### config.mk
export PLATFORM = sky130hd
export DESIGN_NAME = pw_input_cond
export DESIGN_NICKNAME = d
export VERILOG_FILES = /design/src/rtl/pw_input_cond.sv
export SDC_FILE = /design/constraint.sdc
export NUM_CORES = 1
export LEC_CHECK = 0
export CORE_UTILIZATION = 50
export CTS_BUF_LIST = sky130_fd_sc_hd__clkbuf_4
export CTS_CLUSTER_DIAMETER = 80
export DETAILED_ROUTE_END_ITERATION = 8
export PLACE_DENSITY = 0.83
export REMOVE_ABC_BUFFERS = 1
export SYNTH_ARGS = -nofsm -noshare
export SYNTH_HDL_FRONTEND = slang
export SYNTH_SLANG_ARGS = --single-unit
### constraint.sdc
create_clock -name clk -period 2.9 [get_ports clk]
set_input_delay 0.435 -clock clk [delete_from_list [all_inputs] [get_ports clk]]
set_output_delay 0.435 -clock clk [all_outputs]
set_load 0.02 [all_outputs]
### src/rtl/pw_input_cond.sv
// pw_input_cond: synchronizes and debounces {enter_raw, pw_raw} as one vector,
// then emits a single enter_pulse per debounced press with the captured character.
module pw_input_cond #(
  parameter int SYNC_STAGES     = 2,
  parameter int DEBOUNCE_CYCLES = 16
) (
  input  logic       clk,
  input  logic       reset_n,
  input  logic [6:0] pw_raw,
  input  logic       enter_raw,
  output logic [6:0] char_out,
  output logic       enter_pulse,
  output logic       armed
);
  localparam int CW = $clog2(DEBOUNCE_CYCLES);
  localparam logic [CW-1:0] CNT_MAX = CW'(DEBOUNCE_CYCLES - 1);

  typedef enum logic [1:0] {ARM_WAIT, IDLE, FIRE, HELD} state_t;

  logic [SYNC_STAGES-1:0][7:0] sync_q, sync_d;
  logic [7:0]    sv, prev_q, prev_d, dv_q, dv_d;
  logic [CW-1:0] cnt_q, cnt_d;
  logic          deb_valid_q, deb_valid_d, stable, commit;
  logic [6:0]    char_q, char_d;
  state_t        state_q, state_d;

  always_comb begin
    sync_d      = {sync_q[SYNC_STAGES-2:0], {enter_raw, pw_raw}};
    sv          = sync_q[SYNC_STAGES-1];
    prev_d      = sv;
    stable      = sv == prev_q;
    commit      = stable && cnt_q == CNT_MAX;
    cnt_d       = !stable ? '0 : commit ? cnt_q : cnt_q + 1'b1;
    dv_d        = commit ? sv : dv_q;
    deb_valid_d = deb_valid_q | commit;
  end

  // Bit 7 of dv is the debounced enter, bits 6:0 the debounced password.
  always_comb begin
    state_d = state_q;
    char_d  = char_q;
    case (state_q)
      ARM_WAIT: if (deb_valid_q) state_d = dv_q[7] ? HELD : IDLE;
      IDLE: if (dv_q[7]) begin
        state_d = FIRE;
        char_d  = dv_q[6:0];
      end
      FIRE:     state_d = HELD;
      HELD:     if (!dv_q[7]) state_d = IDLE;
      default:  state_d = ARM_WAIT;
    endcase
  end

  always_ff @(posedge clk or negedge reset_n) begin
    if (!reset_n) begin
      sync_q      <= '0;
      prev_q      <= '0;
      cnt_q       <= '0;
      dv_q        <= '0;
      deb_valid_q <= 1'b0;
      char_q      <= '0;
      state_q     <= ARM_WAIT;
    end else begin
      sync_q      <= sync_d;
      prev_q      <= prev_d;
      cnt_q       <= cnt_d;
      dv_q        <= dv_d;
      deb_valid_q <= deb_valid_d;
      char_q      <= char_d;
      state_q     <= state_d;
    end
  end

  assign char_out    = char_q;
  assign enter_pulse = state_q == FIRE;
  assign armed       = state_q == IDLE;
endmodule

==> results of run 1 <==
==> power by group <==
| part | internal, uW | switching [uW] |
|---|---|---|
| logic | 17.7 | 17.2 |
| clock network | 174 | 188 |
| registers | 658 | 9.00 |
==> cell families after synthesis <==
family	Yosys count	share of synthesized area, %
DFF	46	70.2
muxes	18	12.1
and+or+nand+nor	18	6.33
xor gates and xnor gates	9	4.81
adders and majority gates	6	4.58
AOI/OAI and AO/OA	4	1.30
buffers and inverters	3	0.686
==> layout by cell type, fill, tap and decap left out <==
master | Yosys | routed
dfrtp_1 | 46 | 46
clkdlybuf4s50_1 | 0 | 17
mux2_2 | 15 | 15
xnor2_1 | 9 | 9
ha_1 | 6 | 6
clkbuf_4 | 0 | 5
nand2_1 | 4 | 4
nor2_1 | 4 | 4
inv_1 | 3 | 3
mux2i_1 | 3 | 3
o21ai_0 | 3 | 3
nand4_1 | 2 | 2
or2_2 | 2 | 2
nor3_1 | 2 | 2
nand3_2 | 1 | 1
nor3_4 | 1 | 1
nand3_1 | 1 | 1
nor3b_1 | 1 | 1
a31oi_1 | 1 | 1
bufinv_16 | 0 | 1
clkinv_1 | 0 | 1
buf_2 | 0 | 1
==> stage by stage <==
stage / util [%] / hold WS (ns) / setup slack, ns / total power, uW / instances
after global placement: 60.8 / 0.332 / 1.15 / 715 / 166
after floorplan: - / 0.139 / 1.33 / 689 / 104
after CTS: 63.1 / 0.236 / 0.642 / 1070 / 173
after global routing: 63.1 / 0.292 / 0.583 / 1110 / 173
final: 63.1 / 0.216 / 0.665 / 1060 / 173
after detailed placement: 60.8 / 0.336 / 1.06 / 716 / 166
==> registers in the layout, indices dropped and copies added, names as in the netlist <==
register,count
sync_d,8
state_q,2
prev_d,8
prev_q,8
deb_valid_q,1
dv_q,8
char_out,7
cnt_q,4
==> how the worst min path moves through the flow <==
stage,end,depth (start not counted),slack (ns)
2_1_floorplan,char_out[0],0,0.14
6_report,prev_q[4],1,0.22
4_1_cts,prev_d[5],1,0.24
5_1_grt,dv_q[2],1,0.29
3_3_place_gp,prev_d[7],0,0.33
3_5_place_dp,prev_d[0],0,0.34
==> critical path, stage by stage (launching register included) <==
cell and delay (ns):
dfrtp_1 0.45, inv_1 0.13, ha_1 0.24, clkdlybuf4s50_1 0.62
==> routing by layer <==
metal	vias to the layer above	share of wire [%]	track usage [%]
li1	399	-	-
met1	432	42	21.0
met2	24	50	26.6
met3	8	4.4	5.90
met4	0	3.1	11.9
met5	-	0	0
==> final cells by class <==
class / instances / area [um^2]
sequential: 46 / 1150
fill: 236 / 1140
multi-input combinational: 55 / 478
timing repair buffer: 18 / 175
tap: 44 / 55.1
clock buffer: 5 / 37.5
clock inverter: 2 / 33.8
inverter: 3 / 11.3
==> load_flow_metrics.sql, run 1 <==
INSERT INTO impl_metrics (metric_group, metric, value, unit) VALUES
('run_status', 'status', 'finished, final reports clean', ''),
('synthesis', 'synth.lib_cells_used.distinct', '17', ''),
('global_routing', 'grt_overflow_total', '0', ''),
('floorplanning', 'num_io_pins', '19', ''),
('worst_setup_path', 'r2r_cells', '4', ''),
('synthesis', 'ys_ff_latch', '46', ''),
('drt', 'vias', '863', ''),
('worst_setup_path', 'worst-path-max-fanout', '4', ''),
('global_routing', 'grt_start_max_net_pins', '47', ''),
('finish', 'num_antenna_cells', '0', ''),
('clock_tree', 'clock_latency', '0.35', 'ns'),
('synthesis', 'syn_area', '1640', 'um^2'),
('synthesis', 'asyncSetResetFlopFracSynth', '100', '%'),
('timing', 'rsz0062_at_grt', 'no', ''),
('power', 'p_leak', '0.000913', 'uW'),
('synthesis', 'yosys_warnings', '0', ''),
('timing', 'final.setup.tns', '0', 'ns'),
('drt', 'routed_via_density', '4.99', ''),
('global_routing', 'globalRouteTotalUtil', '17.5', '%'),
('clock_tree', 'htreeDepth', '2', ''),
('power', 'p_per_area', '548', 'nW/um^2'),
('worst_hold_path', 'min-delay-path-class', 'in -> async', ''),
('synthesis', 'ys_dominant_reg_cell', 'dfrtp_1', ''),
('worst_setup_path', 'path_class', 'reg -> out', ''),
('synthesis', 'number_of_enable_flip_flop_cells_after_synthesis', '0', ''),
('drt', 'drtIter0Drc', '10', ''),
('floorplanning', 'die_y', '59.3', 'um'),
('timing', 'slew_headroom', '37.5', '%'),
('worst_setup_path', 'crit_start', 'state_q[1]', ''),
('finish', 'flow.area_growth_from_synthesis', '18.4', '%'),
('drt', 'wl_cell', '13.9', 'um'),
('synthesis', 'post_synth_most_frequent_cells', 'dfrtp_1 (46), mux2_2 (15), xnor2_1 (9)', ''),
('clock_tree', 'clock-sinks', '46', ''),
('floorplanning', 'floorplan.die.width', '59.3', 'um'),
('synthesis', 'netlist.top_cell.by_area', 'dfrtp_1', ''),
('placed_design', 'buffer_ports.inserted', '18', ''),
('timing', 'worst_slew_pin_slew', '0.938', 'ns'),
('placed_design', 'hpwl_detailed', '1720', 'um'),
('worst_setup_path', 'r2r_slack', '1.10', 'ns'),
('worst_setup_path', 'worstPathRequired', '2.47', 'ns'),
('drt', 'drt-pass1-iter-count', '4', ''),
('placed_design', 'placed_area', '1870', 'um^2'),
('floorplanning', 'floorplan.die_area', '3510', 'um^2'),
('floorplanning', 'design.core.area', '3080', 'um^2'),
('floorplanning', 'effective_utilization_at_floorplan', '53.3', '%'),
('timing', 'hold_violations', '0', ''),
('clock_tree', 'clk_root_buffer_cell', 'clkbuf_4', ''),
('finish', 'design.final.nets', '145', ''),
('synthesis', 'yosysMostFrequentCell', 'dfrtp_1', ''),
('clock_tree', 'postcts_setup_bufs', '0', ''),
('worst_setup_path', 'crit-reg2reg-launch', 'cnt_q[0]', ''),
('drt', 'drtAntennaViolNets', '0', ''),
('worst_setup_path', 'crit_path_end_kind', 'output pin', ''),
('clock_tree', 'clk_pin_slew', '0.13', 'ns'),
('floorplanning', 'row_count', '20', ''),
('synthesis', 'synth.yosys.seq_area_share', '70.2', '%'),
('timing', 'clock.fmax', '448', 'MHz'),
('worst_setup_path', 'worst_setup_path_endpoint', 'armed', ''),
('clock_tree', 'post_cts_sizing', '0', ''),
('timing', 'finClkSkew', '0.0118', 'ns'),
('global_routing', 'first_global_vias', '881', ''),
('clock_tree', 'post_cts_hold_buffer_count', '0', ''),
('worst_setup_path', 'startpoint_class', 'flip-flop', ''),
('job', 'max_cap_violation_count', '0', ''),
('synthesis', 'synth_top_area_share', '70.2', '%'),
('worst_setup_path', 'cp_data_arrival_time', '1.80', 'ns'),
('timing', 'post-route-min-period', '2.23', 'ns'),
('finish', 'finish.instance_area', '1940', 'um^2'),
('clock_tree', 'cts_inserted_buffers', '5', ''),
('clock_tree', 'max-clock-path-buffers', '2', ''),
('drt', 'wl', '2410', 'um');
Power figures use the tool's default switching activity.
==> inputs of run 2 (changes only) <==
==> constraint.sdc (replaced) <==
create_clock -name clk -period 2.3 [get_ports clk]
set_input_delay 0.345 -clock clk [delete_from_list [all_inputs] [get_ports clk]]
set_output_delay 0.345 -clock clk [all_outputs]
set_load 0.02 [all_outputs]
==> run 2 against run 1 <==
Effect of this change: global-route usage is 0.97 points higher; setup slack worse by 0.47 ns; count of clock-buffer cells in the layout is 1 higher; final area is 0.64% higher; combinational power is 41% higher; largest power group unchanged; via count is 0.35% higher; sequential power is 26% higher; hold slack better by 0.14 ns.
==> load_flow_metrics.sql, run 2 (same netlist as run 1, synthesis figures left out) <==
INSERT INTO impl_metrics (metric_group, metric, value, unit) VALUES
('drt', 'wl', '2450', 'um'),
('finish', 'fraction_of_layout_cells_with_a_size_suffix_above_1', '22.6', '%'),
('clock_tree', 'clock-sinks', '46', ''),
('finish', 'design.final.nets', '148', ''),
('clock_tree', 'htreeDepth', '2', ''),
('timing', 'finalMaxSlewViolations', '0', ''),
('power', 'report.power.total', '1260', 'uW'),
('worst_setup_path', 'timing.critical_path.max_delay_family', 'buffers and inverters', ''),
('power', 'sequential_power_share', '66.7', '%'),
('timing', 'finClkSkew', '0.00756', 'ns'),
('drt', 'drt-pass1-iter-count', '4', ''),
('floorplanning', 'die_y', '59.3', 'um'),
('drt', 'vias', '866', ''),
('clock_tree', 'max-clock-path-buffers', '2', ''),
('finish', 'layout_common_cells', 'dfrtp_1 (46), clkdlybuf4s50_1 (17), mux2_2 (15), xnor2_1 (9)', ''),
('placed_design', 'dpl.cell_count', '168', ''),
('timing', 'clock.fmax', '476', 'MHz'),
('power', 'clock_power_share', '29.4', '%'),
('global_routing', 'globalRouteTotalUtil', '18.4', '%'),
('finish', 'layout_commonest_cell', 'dfrtp_1', ''),
('worst_setup_path', 'crit_path_end_kind', 'output pin', ''),
('finish', 'area.sequential', '1150', 'um^2'),
('worst_setup_path', 'critPathMaxStageDelay', '0.62', 'ns'),
('clock_tree', 'clk_root_buffer_cell', 'clkbuf_4', ''),
('worst_setup_path', 'r2r_slack', '0.48', 'ns'),
('worst_setup_path', 'worstPathRequired', '1.96', 'ns'),
('global_routing', 'global_route_wire_length_before_repair', '4350', 'um'),
('worst_setup_path', 'ordered_cell_list_for_the_critical_path', 'inv_1 > ha_1 > clkdlybuf4s50_1', ''),
('timing', 'worst_slew_pin_slew', '0.458', 'ns'),
('placed_design', 'hpwl_detailed', '1820', 'um'),
('clock_tree', 'clock_tree_from_tritoncts', 'built', ''),
('clock_tree', 'postcts_setup_bufs', '0', ''),
('worst_setup_path', 'crit-reg2reg-launch', 'cnt_q[0]', ''),
('timing', 'setup_viol_count_final', '0', ''),
('worst_setup_path', 'cp_slowest_cell', 'clkdlybuf4s50_1', ''),
('placed_design', 'buffer_ports.inserted', '18', ''),
('clock_tree', 'post_cts_hold_buffer_count', '1', ''),
('power', 'switching_power', '274', 'uW'),
('finish', 'num_antenna_cells', '0', ''),
('finish', 'layoutNonFillerInstCount', '177', ''),
('run_status', 'status', 'finished, final reports clean', ''),
('placed_design', 'final_weighted_congestion_in_routability_driven_placement', '0.701', ''),
('power', 'p_leak', '0.000923', 'uW'),
('timing', 'finalHoldWorstSlack', '0.360', 'ns'),
('clock_tree', 'clk_pin_slew', '0.12', 'ns'),
('timing', 'rsz0062_at_grt', 'no', ''),
('timing', 'slew_headroom', '69.4', '%'),
('floorplanning', 'row_count', '20', ''),
('global_routing', 'first_global_vias', '911', ''),
('floorplanning', 'floorplan.die.width', '59.3', 'um'),
('drt', 'routed_via_density', '4.89', ''),
('finish', 'num-fill-cells', '219', ''),
('timing', 'hold_violations', '0', ''),
('global_routing', 'grt_start_max_net_pins', '21', ''),
('worst_setup_path', 'cp_data_arrival_time', '1.75', 'ns'),
('finish', 'flow.area_growth_from_synthesis', '19.1', '%'),
('worst_setup_path', 'path_class', 'reg -> out', ''),
('floorplanning', 'num_io_pins', '19', ''),
('clock_tree', 'cts_inserted_buffers', '5', ''),
('job', 'max_cap_violation_count', '0', ''),
('power', 'power.internal', '988', 'uW'),
('worst_hold_path', 'worst_hold_startpoint', 'sync_d[14]', ''),
('worst_setup_path', 'startpoint_class', 'flip-flop', ''),
('drt', 'drtAntennaViolNets', '0', ''),
('floorplanning', 'design.core.area', '3080', 'um^2'),
('global_routing', 'grt_overflow_total', '0', ''),
('drt', 'wl_cell', '13.8', 'um'),
('clock_tree', 'clock_latency', '0.35', 'ns'),
('timing', 'final_worst_path_period_share', '91.3', '%'),
('worst_setup_path', 'crit_start', 'state_q[1]', ''),
('power', 'p_per_area', '646', 'nW/um^2'),
('drt', 'route.detailed.drc', '0', ''),
('worst_setup_path', 'worst-path-max-fanout', '4', ''),
('global_routing', 'grt_antenna_before_repair', '0', ''),
('drt', 'drtIter0Drc', '13', ''),
('clock_tree', 'post_cts_sizing', '0', ''),
('power', 'power.switching_fraction', '21.7', '%'),
('power', 'ir_drop', '0.430', 'mV'),
('finish', 'multiInputGateArea', '478', 'um^2'),
('timing', 'final.setup.tns', '0', 'ns'),
('worst_hold_path', 'min-delay-path-class', 'reg -> reg', ''),
('timing', 'post-route-min-period', '2.10', 'ns'),
('power', 'comb_power_share', '3.9', '%'),
('floorplanning', 'floorplan.die_area', '3510', 'um^2'),
('floorplanning', 'effective_utilization_at_floorplan', '53.3', '%'),
('worst_setup_path', 'cp_num_buf_inv', '2', '');
==> run 2: cell count changes in the layout (fill, tap and decap cells not counted), sizes merged <==
cell         before  now
clkbuf            5    6
dlygate4sd3       0    1
clkinv            1    2
bufinv            1    0
buf               1    3
==> run 2: path summary, 6_finish.rpt <==
kind                              end  depth (start not counted)
setup / recovery                armed                          3
hold / removal              prev_d[6]                          0
setup reg to reg              dv_q[3]                          4
hold reg to reg             prev_d[6]                          0
max in group asynchronous   prev_d[0]                          3
min in group asynchronous  sync_d[13]                          2
==> run 2: worst register-to-register path: stages, from the launching register on <==
cell     delay [ns]
dfrtp_1        0.43
ha_1           0.26
nand3_2        0.16
nor3_4         0.46
mux2_2         0.40
==> run 2: metal layers <==
| metal | GRT usage (%) | share of wire, % | vias up |
|---|---|---|---|
| met1 | 22.2 | 43 | 436 |
| met5 | 0 | 0 | - |
| met4 | 9.86 | 1.9 | 0 |
| met3 | 7.42 | 3.3 | 5 |
| met2 | 28.4 | 52 | 18 |
| li1 | - | - | 407 |
==> run 2: layout make-up <==
class / count / share of cell area [%]
flip-flops and latches: 46 / 58.9
well taps: 44 / 2.82
multi-input cells: 55 / 24.5
repair buffers: 21 / 10.2
clock inverters: 2 / 0.704
clock buffers: 6 / 2.30
inverters: 3 / 0.576
==> run 2: power by group through the flow <==
| stage | Clock [uW] | Sequential, uW | Combinational, uW |
|---|---|---|---|
| 2_1_floorplan | 0 | 855 | 14.4 |
| 4_1_cts | 385 | 843 | 50.6 |
| 3_3_place_gp | 0 | 856 | 47.3 |
| 6_report | 370 | 842 | 49.1 |
| 3_5_place_dp | 0 | 858 | 49.2 |
| 5_1_grt | 425 | 845 | 55.8 |
==> run 2: stage by stage <==
| step | cell area, um^2 | setup slack [ns] | utilization (%) |
|---|---|---|---|
| after floorplan | 1640 | 0.725 | - |
| after global placement | 1890 | 0.598 | 61.3 |
| after detailed placement | 1890 | 0.472 | 61.3 |
| after CTS | 1950 | 0.190 | 63.5 |
| after global routing | 1950 | 0.121 | 63.5 |
| final | 1950 | 0.200 | 63.5 |
